--- config.mk ---
export PLATFORM = sky130hd
export DESIGN_NAME = apb_master_bridge
export DESIGN_NICKNAME = d
export VERILOG_FILES = /design/src/rtl/apb_master_bridge.sv
export SDC_FILE = /design/constraint.sdc
export NUM_CORES = 1
export LEC_CHECK = 0
export CAP_MARGIN = 20
export CORE_ASPECT_RATIO = 1.25
export CORE_UTILIZATION = 40
export DETAILED_ROUTE_END_ITERATION = 8
export PLACE_DENSITY_LB_ADDON = 0.05
export SYNTH_ARGS = -nofsm -noshare
export SYNTH_HDL_FRONTEND = slang
export SYNTH_SLANG_ARGS = --single-unit
--- constraint.sdc ---
create_clock -name PCLK -period 2.1 [get_ports PCLK]
set_clock_uncertainty 0.15 [all_clocks]
set_input_delay 0.21 -clock PCLK [delete_from_list [all_inputs] [get_ports PCLK]]
set_output_delay 0.21 -clock PCLK [all_outputs]
set_load 0.03 [all_outputs]
--- src/rtl/apb_master_bridge.sv ---
// APB4 initiator: turns single valid/ready requests into SETUP/ACCESS transfers with a one-cycle response strobe.
// Optional macro APB_TIMEOUT_EN adds an ACCESS wait-state timeout of TIMEOUT_CYCLES.
module apb_master_bridge #(
  parameter int ADDR_WIDTH     = 16,
  parameter int DATA_WIDTH     = 32,
  parameter int TIMEOUT_CYCLES = 255
) (
  input  logic                    PCLK,
  input  logic                    PRESET,
  input  logic                    req_valid,
  output logic                    req_ready,
  input  logic                    req_write,
  input  logic [ADDR_WIDTH-1:0]   req_addr,
  input  logic [DATA_WIDTH-1:0]   req_wdata,
  input  logic [DATA_WIDTH/8-1:0] req_strb,
  output logic                    resp_valid,
  output logic [DATA_WIDTH-1:0]   resp_rdata,
  output logic                    resp_err,
  output logic                    PSEL,
  output logic                    PENABLE,
  output logic [ADDR_WIDTH-1:0]   PADDR,
  output logic                    PWRITE,
  output logic [DATA_WIDTH-1:0]   PWDATA,
  output logic [DATA_WIDTH/8-1:0] PSTRB,
  input  logic [DATA_WIDTH-1:0]   PRDATA,
  input  logic                    PREADY,
  input  logic                    PSLVERR
);

  localparam int STRB_WIDTH = DATA_WIDTH / 8;

  if ((TIMEOUT_CYCLES < 1) || (TIMEOUT_CYCLES > 1023)) begin : g_bad_timeout
    $error("TIMEOUT_CYCLES must be in 1..1023");
  end

  typedef enum logic [1:0] {
    ST_IDLE,
    ST_SETUP,
    ST_ACCESS,
    ST_RESP
  } state_e;

  state_e                  state_q, state_d;
  logic [ADDR_WIDTH-1:0]   paddr_q, paddr_d;
  logic                    pwrite_q, pwrite_d;
  logic [DATA_WIDTH-1:0]   pwdata_q, pwdata_d;
  logic [STRB_WIDTH-1:0]   pstrb_q, pstrb_d;
  logic [DATA_WIDTH-1:0]   rdata_q, rdata_d;
  logic                    err_q, err_d;

`ifdef APB_TIMEOUT_EN
  logic [9:0] cnt_q, cnt_d;
  logic       timeout_hit;

  // Reached on the ACCESS cycle that brings the stall count up to TIMEOUT_CYCLES.
  assign timeout_hit = (cnt_q == 10'(TIMEOUT_CYCLES - 1));
`endif

  always_comb begin
    // NOTE: every combinational output gets a default first so no path can infer a latch.
    state_d  = state_q;
    paddr_d  = paddr_q;
    pwrite_d = pwrite_q;
    pwdata_d = pwdata_q;
    pstrb_d  = pstrb_q;
    rdata_d  = rdata_q;
    err_d    = err_q;
`ifdef APB_TIMEOUT_EN
    cnt_d    = cnt_q;
`endif
    unique case (state_q)
      ST_IDLE: begin
        if (req_valid) begin
          paddr_d  = req_addr & ~ADDR_WIDTH'(3);
          pwrite_d = req_write;
          pwdata_d = req_wdata;
          pstrb_d  = req_write ? req_strb : '0;
          state_d  = ST_SETUP;
        end
      end
      ST_SETUP: begin
        state_d = ST_ACCESS;
`ifdef APB_TIMEOUT_EN
        cnt_d   = '0;
`endif
      end
      ST_ACCESS: begin
        if (PREADY) begin
          rdata_d = pwrite_q ? '0 : PRDATA;
          err_d   = PSLVERR;
          state_d = ST_RESP;
        end
`ifdef APB_TIMEOUT_EN
        else begin
          cnt_d = cnt_q + 10'd1;
          if (timeout_hit) begin
            rdata_d = '0;
            err_d   = 1'b1;
            state_d = ST_RESP;
          end
        end
`endif
      end
      ST_RESP: state_d = ST_IDLE;
      default: state_d = ST_IDLE;
    endcase
  end

  always_ff @(posedge PCLK) begin
    // NOTE: state registers use non-blocking assignments so every flop samples pre-edge values.
    if (PRESET) begin
      state_q  <= ST_IDLE;
      paddr_q  <= '0;
      pwrite_q <= 1'b0;
      pwdata_q <= '0;
      pstrb_q  <= '0;
      rdata_q  <= '0;
      err_q    <= 1'b0;
`ifdef APB_TIMEOUT_EN
      cnt_q    <= '0;
`endif
    end else begin
      state_q  <= state_d;
      paddr_q  <= paddr_d;
      pwrite_q <= pwrite_d;
      pwdata_q <= pwdata_d;
      pstrb_q  <= pstrb_d;
      rdata_q  <= rdata_d;
      err_q    <= err_d;
`ifdef APB_TIMEOUT_EN
      cnt_q    <= cnt_d;
`endif
    end
  end

  assign req_ready  = (state_q == ST_IDLE);
  assign PSEL       = (state_q == ST_SETUP) || (state_q == ST_ACCESS);
  assign PENABLE    = (state_q == ST_ACCESS);
  assign PADDR      = paddr_q;
  assign PWRITE     = pwrite_q;
  assign PWDATA     = pwdata_q;
  assign PSTRB      = pstrb_q;
  // Response fields are gated so they read as zero outside the response cycle.
  assign resp_valid = (state_q == ST_RESP);
  assign resp_rdata = resp_valid ? rdata_q : '0;
  assign resp_err   = resp_valid & err_q;

endmodule

==> results.sh, run 1 <==
export IMPL_yosys_area_top_type="dfxtp_1"
export IMPL_wl_mm=9.655
export IMPL_drc=0
export IMPL_grt_pass1_wl_mm=15.30
export IMPL_finalCriticalPeriod_ns=1.955
export IMPL_n_antenna_cell=0
export IMPL_die_h_um=106.3
export IMPL_finalPower_mw=4.934
export IMPL_crit_path_frequent_cell="buf_4"
export IMPL_holdBufCountCts=0
export IMPL_finalMaxSlewViolations=0
export IMPL_die_x_um=85.47
export IMPL_vdd_ir_drop_worst_mv=0.5742
export IMPL_syn_area_per_cell_um2=8.120
export IMPL_cts_sinks=86
export IMPL_row_count=37
export IMPL_setup_viol=0
export IMPL_drt_iter0_drc=140
export IMPL_dieArea_um2=9088
export IMPL_rsz0062_at_grt="no"
export IMPL_ys_flop_type="dfxtp_1"
export IMPL_hp_class="in -> reg"
export IMPL_fp_coreArea_um2=8333
export IMPL_cts_root_buf="clkbuf_8"
export IMPL_finalCritPeriodShare_pct=93.11
export IMPL_path_buf_inv=2
export IMPL_worst_slew_pin_slew_ns=0.5671
export IMPL_critPathTopFamily="buffers and inverters"
export IMPL_drtAntennaViolNets=0
export IMPL_vias=3415
export IMPL_power_density_nw_per_um2=918.2
export IMPL_yosysWarnings=0
export IMPL_port_buffers=175
export IMPL_cts_tree="built"
export IMPL_finalHoldViolCount=0
export IMPL_synth_seq_area_share_pct=49.43
export IMPL_clk_pin_slew_ns=0.09
export IMPL_start_kind="register"
export IMPL_dr_pass1_iters=4
export IMPL_routedWlPerCell_um=13.97
export IMPL_nets=683
export IMPL_cp_data_arrival_time_ns=1.60
export IMPL_slowest_stage="dfxtp_1"
export IMPL_yosys_top_cells_count="nand2_1, dfxtp_1, a21oi_1, and2_1, nand4b_1"
export IMPL_p_leak_nw=2.046
export IMPL_num_io_pins=180
export IMPL_synth_area_um2=3483
export IMPL_grt_overflow=0
export IMPL_viasPerCell=4.942
export IMPL_track_usage_pct=20.91
export IMPL_yosys_cell_count_top_type="nand2_1"
export IMPL_synth_top_cells_by_area="dfxtp_1, nand2_1, a21oi_1, nand4b_1, and2_1"
export IMPL_start_util_pct=41.80
export IMPL_final_setup_tns_ns=0
export IMPL_async_reset_ff_share_pct=0
export IMPL_crit_type="reg -> out"
export IMPL_ys_types=18
export IMPL_syn_to_final_growth_pct=54.27
export IMPL_cpPeakStageDelay_ns=0.41
export IMPL_setup_worst_path_end_class="primary output"
export IMPL_synth_edf_count=0
export IMPL_status="completed"
export IMPL_max_freq_mhz=511.4
export IMPL_grt_max_degree=38
export IMPL_fillers=732
export IMPL_tritoncts_num_buffers=9
export IMPL_antenna_found_initial=0
export IMPL_synth_seq_cells=86
export IMPL_cp_max_fo=34
export IMPL_clockBufferDepth=2
export IMPL_netlist_instances=429
export IMPL_clkLatencyLatePin_ns=0.34
export IMPL_htreeDepth=3
export IMPL_gp_congestion=0.7251
export IMPL_dp_hpwl_mm=6.559
export IMPL_required_ns=1.74
export IMPL_grt_pass1_vias=3259
export IMPL_yosys_area_top_type_share_pct=49.43
export IMPL_slew_headroom_pct=62.19
export IMPL_layout_drive_gt1_share_pct=10.61
export IMPL_path_cells="ha_1 > buf_4 > and2_1 > buf_4"
export IMPL_cap_violations=0
-- worst reg2reg max path, delay by kind of cell, from the launching register on --
family	cells	cell delay [ns]
compound gates	1	0.16
fa+ha+maj	1	0.26
buf+inv	2	0.43
flops	1	0.36
simple gates	2	0.21
-- per-layer routing --
metal,GRT usage (%),wire (µm),vias to the layer above,share of wire (%)
li1,-,-,1729,-
met5,0,0,-,0
met1,24.37,3999,1568,41
met4,5.714,63,0,0.65
met2,36.06,4783,114,50
met3,7.376,809,4,8.4
-- power breakdown --
group	leakage (nW)	total, mW	internal (mW)	switching, mW
clock network	0.0895	1.17	0.559	0.613
registers	0.701	1.95	1.84	0.107
logic	1.26	1.81	0.731	1.08
total	2.05	4.93	3.13	1.80
-- state kept, by name (all words and copies together) (netlist names) --
signal   cells
PWDATA      32
rdata_q     32
PADDR       14
PSTRB        4
state_q      2
PWRITE       1
err_q        1
-- cell usage in the layout, fill, tap and decap left out, types with 3 or more instances in the layout --
| cell type | count |
|---|---|
| clkinvlp_4 | 3 |
| a21oi_1 | 85 |
| nand3_1 | 5 |
| ha_1 | 4 |
| buf_4 | 44 |
| nand4b_1 | 32 |
| clkdlybuf4s50_1 | 137 |
| inv_1 | 4 |
| and2_1 | 33 |
| clkbuf_8 | 9 |
| nand2_1 | 135 |
| dfxtp_1 | 86 |
-- stage by stage --
stage / cell area, µm² / setup WS (ns) / hold WS, ns / util, % / cells
floorplan: 3487 / 0.3981 / 0.1960 / - / 430
global placement: 5176 / 0.3161 / 0.2830 / 62.12 / 675
detailed placement: 5176 / 0.3054 / 0.2890 / 62.12 / 675
CTS: 5371 / 0.03548 / 0.2072 / 64.46 / 691
global route: 5374 / 0.04538 / 0.2309 / 64.49 / 691
finish: 5374 / 0.1447 / 0.2123 / 64.49 / 691
-- cells by family (layout without fill, tap and decap cells) --
logic type / count (synthesis) / count (layout) / share of synthesized area (%)
other cells: 1 / 2 / 0.1077
simple gates: 208 / 208 / 29.78
mux: 1 / 1 / 0.2874
buf+inv: 43 / 207 / 6.465
flops: 86 / 86 / 49.43
compound gates: 86 / 86 / 12.50
fa+ha+maj: 4 / 4 / 1.437
-- worst paths after layout --
| path | cells after the start | from | slack, ns | to |
|---|---|---|---|---|
| min reg2reg | 2 | rdata_q[15] | 0.30 | rdata_q[15] |
| max | 4 | state_q[1] | 0.14 | resp_rdata[23] |
| min | 2 | PRESET | 0.21 | rdata_q[21] |
| max reg2reg | 6 | state_q[0] | 0.46 | PWDATA[15] |
-- final cells by class --
type | instances | area (µm²) | share of cell area (%)
Clock inverter | 6 | 70.07 | 1.304
Sequential cell | 86 | 1722 | 32.04
Tap cell | 97 | 121.4 | 2.258
Inverter | 4 | 15.01 | 0.2794
Multi-Input combinational cell | 301 | 1541 | 28.68
Timing Repair Buffer | 187 | 1777 | 33.06
Clock buffer | 10 | 127.6 | 2.375
-- repair_timing --
action                     CTS  global route
setup endpoints to repair    2             1
setup buffers                0             0
gates resized for setup      2             1
hold endpoints to repair     0             0
Note: power is estimated with default switching activity, not from simulation.
==> inputs of run 2 (changes only) <==
--- a/config.mk
+++ b/config.mk
@@ -8,8 +8,10 @@
 export CAP_MARGIN = 20
 export CORE_ASPECT_RATIO = 1.25
 export CORE_UTILIZATION = 40
+export CTS_BUF_LIST = sky130_fd_sc_hd__clkbuf_16
 export DETAILED_ROUTE_END_ITERATION = 8
 export PLACE_DENSITY_LB_ADDON = 0.05
+export SETUP_SLACK_MARGIN = 0.05
 export SYNTH_ARGS = -nofsm -noshare
 export SYNTH_HDL_FRONTEND = slang
 export SYNTH_SLANG_ARGS = --single-unit
==> run 2 against run 1 <==
  * Critical path depth unchanged
  * Global-route usage rose by 0.24 points
  * Register-to-register slack lost 0.02 ns
  * Critical endpoint unchanged
  * Design area is 1.9% higher
  * Non-clock buffer count unchanged
  * Combinational power is essentially flat
  * Critical path type unchanged
==> results.sh, run 2 (same netlist as run 1, synthesis figures left out) <==
export IMPL_status="completed"
export IMPL_num_io_pins=180
export IMPL_layout_commonest_cell="clkdlybuf4s50_1"
export IMPL_cts_tree="built"
export IMPL_worst_r2r_path_depth=6
export IMPL_max_freq_mhz=516.7
export IMPL_p_leak_nw=2.097
export IMPL_vdd_ir_drop_worst_mv=0.6424
export IMPL_die_h_um=106.3
export IMPL_holdPathEnd="rdata_q[21]"
export IMPL_finalNonFillerCells=691
export IMPL_viasPerCell=4.980
export IMPL_fp_coreArea_um2=8333
export IMPL_hp_class="in -> reg"
export IMPL_hold_start="PRESET"
export IMPL_final_setup_tns_ns=0
export IMPL_row_count=37
export IMPL_setup_viol=0
export IMPL_ctsResizeCount=2
export IMPL_n_antenna_cell=0
export IMPL_grt_pass1_vias=3274
export IMPL_cp_max_fo=34
export IMPL_drt_iter0_drc=157
export IMPL_dp_cells=675
export IMPL_power_density_nw_per_um2=977.9
export IMPL_cp_data_arrival_time_ns=1.58
export IMPL_slew_headroom_pct=62.40
export IMPL_grt_max_degree=38
export IMPL_htreeDepth=3
export IMPL_grt_overflow=0
export IMPL_fin_ws_ns=0.1648
export IMPL_worstReg2RegStart="state_q[1]"
export IMPL_fin_util_pct=65.71
export IMPL_holdBufCountCts=0
export IMPL_required_ns=1.74
export IMPL_drc=0
export IMPL_port_buffers=175
export IMPL_routedWlPerCell_um=14.03
export IMPL_crit_type="reg -> out"
export IMPL_worstHoldPathCells=2
export IMPL_setup_worst_path_end_class="primary output"
export IMPL_rsz0062_at_grt="no"
export IMPL_clk_pin_slew_ns=0.06
export IMPL_nets=683
export IMPL_pre_cts_ws_ns=0.3054
export IMPL_drtAntennaViolNets=0
export IMPL_grt_pass1_wl_mm=15.42
export IMPL_final_cell_mix="clkdlybuf4s50_1, nand2_1, dfxtp_1"
export IMPL_dp_hpwl_mm=6.559
export IMPL_dr_pass1_iters=5
export IMPL_finalCritPeriodShare_pct=92.15
export IMPL_postCtsSetupRepairBufs=0
export IMPL_reg2reg_slack_ns=0.44
export IMPL_gp_congestion=0.7251
export IMPL_clkLatencyLatePin_ns=0.33
export IMPL_tritoncts_num_buffers=9
export IMPL_finalCriticalPeriod_ns=1.935
export IMPL_r2r_end="PWDATA[9]"
export IMPL_worst_slew_pin_slew_ns=0.5641
export IMPL_start_util_pct=41.80
export IMPL_cap_violations=0
export IMPL_layout_drive_gt1_share_pct=10.61
export IMPL_die_x_um=85.47
export IMPL_finalHoldViolCount=0
export IMPL_syn_to_final_growth_pct=57.18
export IMPL_vias=3441
export IMPL_dieArea_um2=9088
export IMPL_cts_sinks=86
export IMPL_clockBufferDepth=2
export IMPL_wl_mm=9.698
export IMPL_start_kind="register"
export IMPL_track_usage_pct=21.15
export IMPL_cts_root_buf="clkbuf_16"
export IMPL_finalMaxSlewViolations=0
export IMPL_antenna_found_initial=0
[run 2: cell types whose count changed in the layout (fill, tap and decap cells not counted), sizes merged]
cell	previous run	this run
inv	6	7
clkbuf	10	9
[run 2: worst max-delay path, cell delays in order (launching register included)]
cell     delay, ns
dfxtp_1       0.41
ha_1          0.18
buf_4         0.28
and2_1        0.20
buf_4         0.16
[run 2: final cells by class]
cell class,instances,area (µm²)
clock buffer,9,225.2
clock inverter,7,73.82
fill,728,2858
inverter,4,15.01
multi-input combinational,301,1541
sequential,86,1722
tap,97,121.4
timing repair buffer,187,1777
[run 2: layer usage]
metal | routed length (µm) | GRT usage [%] | vias to the layer above
li1 | - | - | 1728
met1 | 3985 | 24.54 | 1574
met2 | 4747 | 36.23 | 126
met3 | 803 | 6.444 | 13
met4 | 162 | 8.095 | 0
met5 | 0 | 0 | -
[run 2: power breakdown]
part           switching (mW)  internal, mW  leakage [nW]
Sequential              0.108          1.85         0.701
Clock                   0.663         0.926         0.140
Combinational            1.08         0.731          1.26
Total                    1.85          3.50          2.10
[run 2: per-stage QoR]
step | hold slack (ns) | instance area (µm²) | power, mW
6_report | 0.2305 | 5475 | 5.354
5_1_grt | 0.2598 | 5475 | 5.634
4_1_cts | 0.2305 | 5473 | 5.408
3_5_place_dp | 0.2890 | 5176 | 3.829
3_3_place_gp | 0.2830 | 5176 | 3.801
2_1_floorplan | 0.1960 | 3487 | 3.131
[run 2: how the worst max path moves through the flow]
stage,end,cells after the start,start
after detailed placement,PSEL,3,state_q[1]
after CTS,PENABLE,3,state_q[0]
final,resp_rdata[23],4,state_q[1]
after global routing,resp_rdata[23],4,state_q[1]
after global placement,PSEL,3,state_q[1]
after floorplan,resp_rdata[10],3,state_q[1]
==> inputs of run 3 (changes only) <==
--- a/config.mk
+++ b/config.mk
@@ -9,7 +9,9 @@
 export CORE_ASPECT_RATIO = 1.25
 export CORE_UTILIZATION = 40
 export CTS_BUF_LIST = sky130_fd_sc_hd__clkbuf_16
+export CTS_CLUSTER_SIZE = 8
 export DETAILED_ROUTE_END_ITERATION = 8
+export MAX_ROUTING_LAYER = met4
 export PLACE_DENSITY_LB_ADDON = 0.05
 export SETUP_SLACK_MARGIN = 0.05
 export SYNTH_ARGS = -nofsm -noshare
==> run 3 against run 2 <==
  * Clock power about the same
  * Register-to-register slack better by 0.02 ns
  * Combinational power about the same
  * Critical endpoint unchanged
  * Non-clock buffer count unchanged
  * Fmax up 0.20%
  * Worst hold slack better by 0.0088 ns
  * Total power about the same
  * Sequential share of layout area unchanged
==> results.sh, run 3 (same netlist as run 1, synthesis figures left out) <==
export IMPL_finalNonFillerCells=691
export IMPL_nets=683
export IMPL_row_count=37
export IMPL_holdWs_ns=0.2393
export IMPL_port_buffers=175
export IMPL_multi_input_area_um2=1541
export IMPL_track_usage_pct=21.78
export IMPL_p_leak_nw=2.097
export IMPL_hp_class="in -> reg"
export IMPL_crit_type="reg -> out"
export IMPL_final_setup_tns_ns=0
export IMPL_clockBufferDepth=2
export IMPL_dp_cells=675
export IMPL_reg2reg_slack_ns=0.46
export IMPL_grt_overflow=0
export IMPL_start_util_pct=41.80
export IMPL_cts_sinks=86
export IMPL_power_switching_mw=1.853
export IMPL_finalCritPeriodShare_pct=91.97
export IMPL_cp_endpoint="resp_rdata[23]"
export IMPL_routedWlPerCell_um=14.10
export IMPL_clk_pin_slew_ns=0.06
export IMPL_syn_to_final_growth_pct=57.18
export IMPL_drc=0
export IMPL_wl_mm=9.742
export IMPL_vias=3459
export IMPL_layout_commonest_cell="clkdlybuf4s50_1"
export IMPL_crit_path_start="state_q[1]"
export IMPL_num_io_pins=180
export IMPL_dieArea_um2=9088
export IMPL_final_cell_mix="clkdlybuf4s50_1, nand2_1, dfxtp_1"
export IMPL_dr_pass1_iters=5
export IMPL_dp_hpwl_mm=6.559
export IMPL_p_comb_share_pct=33.9
export IMPL_grt_pass1_wl_mm=15.41
export IMPL_grt_pass1_vias=3272
export IMPL_regArea_um2=1722
export IMPL_drt_iter0_drc=157
export IMPL_vdd_ir_drop_worst_mv=0.6431
export IMPL_worstHoldPathCells=2
export IMPL_drtAntennaViolNets=0
export IMPL_max_freq_mhz=517.8
export IMPL_die_h_um=106.3
export IMPL_r2r_end="PWDATA[20]"
export IMPL_fp_coreArea_um2=8333
export IMPL_layout_drive_gt1_share_pct=10.61
export IMPL_required_ns=1.74
export IMPL_seqPwrFrac_pct=36.5
export IMPL_slew_headroom_pct=61.30
export IMPL_grt_max_degree=38
export IMPL_cp_max_fo=34
export IMPL_start_kind="register"
export IMPL_finalMaxSlewViolations=0
export IMPL_cp_data_arrival_time_ns=1.57
export IMPL_n_antenna_cell=0
export IMPL_cap_violations=0
export IMPL_antenna_found_initial=0
export IMPL_holdBufCountCts=0
export IMPL_worstReg2RegStart="state_q[1]"
export IMPL_cts_root_buf="clkbuf_16"
export IMPL_finalHoldViolCount=0
export IMPL_setup_worst_path_end_class="primary output"
export IMPL_htreeDepth=3
export IMPL_gp_congestion=0.7338
export IMPL_worst_slew_pin_slew_ns=0.5805
export IMPL_power_density_nw_per_um2=978.2
export IMPL_fillers=728
export IMPL_status="completed"
export IMPL_rsz0062_at_grt="no"
export IMPL_die_x_um=85.47
export IMPL_worst_r2r_path_depth=6
export IMPL_finalCriticalPeriod_ns=1.931
export IMPL_p_sw_share_pct=34.59
export IMPL_cts_tree="built"
export IMPL_intPower_mw=3.503
export IMPL_setup_viol=0
export IMPL_p_clk_share_pct=29.7
export IMPL_viasPerCell=5.006
export IMPL_clkLatencyLatePin_ns=0.33
export IMPL_tritoncts_num_buffers=9
==> run 3: metal layers <==
layer | part of all wire, % | vias up | global-route usage, %
met5 | 0 | - | -
met4 | 1.4 | 0 | 8.095
met3 | 6.8 | 11 | 5.202
met2 | 49 | 128 | 36.06
met1 | 43 | 1592 | 25.61
li1 | - | 1728 | -
==> run 3: per-stage QoR <==
step           setup slack (ns)  util (%)  area, µm²  power [mW]
2_1_floorplan            0.3981         -       3487       3.131
3_3_place_gp             0.3161     62.12       5176       3.801
3_5_place_dp             0.3054     62.12       5176       3.829
4_1_cts                 0.06290     65.68       5473       5.408
5_1_grt                 0.06978     65.71       5475       5.634
6_report                 0.1687     65.71       5475       5.356
==> run 3: cell type report <==
class | count | area share (%)
timing repair buffer | 187 | 32.45
tap | 97 | 2.217
clock inverter | 7 | 1.348
clock buffer | 9 | 4.113
inverter | 4 | 0.2742
sequential | 86 | 31.44
multi-input combinational | 301 | 28.15
==> run 3: worst min-delay path by stage <==
stage | from | endpoint | slack, ns
after global routing | PRESET | rdata_q[27] | 0.26
after floorplan | req_write | PWRITE | 0.20
after global placement | rdata_q[12] | rdata_q[12] | 0.28
after detailed placement | rdata_q[15] | rdata_q[15] | 0.29
after CTS | PRESET | rdata_q[6] | 0.23
final | PRESET | rdata_q[21] | 0.24
==> run 3: power by group through the flow <==
| stage | Sequential (mW) | Clock [mW] | Combinational [mW] |
|---|---|---|---|
| 3_3_place_gp | 1.98 | 0 | 1.83 |
| 3_5_place_dp | 1.99 | 0 | 1.84 |
| 5_1_grt | 1.98 | 1.68 | 1.97 |
| 2_1_floorplan | 2.27 | 0 | 0.859 |
| 4_1_cts | 1.95 | 1.62 | 1.83 |
| 6_report | 1.95 | 1.59 | 1.81 |
==> run 3: critical path, cell delays in order (launching register included) <==
cell     delay (ns)
dfxtp_1        0.41
ha_1           0.18
buf_4          0.29
and2_1         0.20
buf_4          0.16
==> run 3: what timing repair did <==
| item | in CTS | in global routing |
|---|---|---|
| pin swaps | 0 | 0 |
| endpoints found under the setup margin | 2 | 1 |
| gates resized for setup | 2 | 1 |
| endpoints found under the hold margin | 0 | 0 |
| buffers inserted | 0 | 0 |
| gates cloned | 0 | 0 |
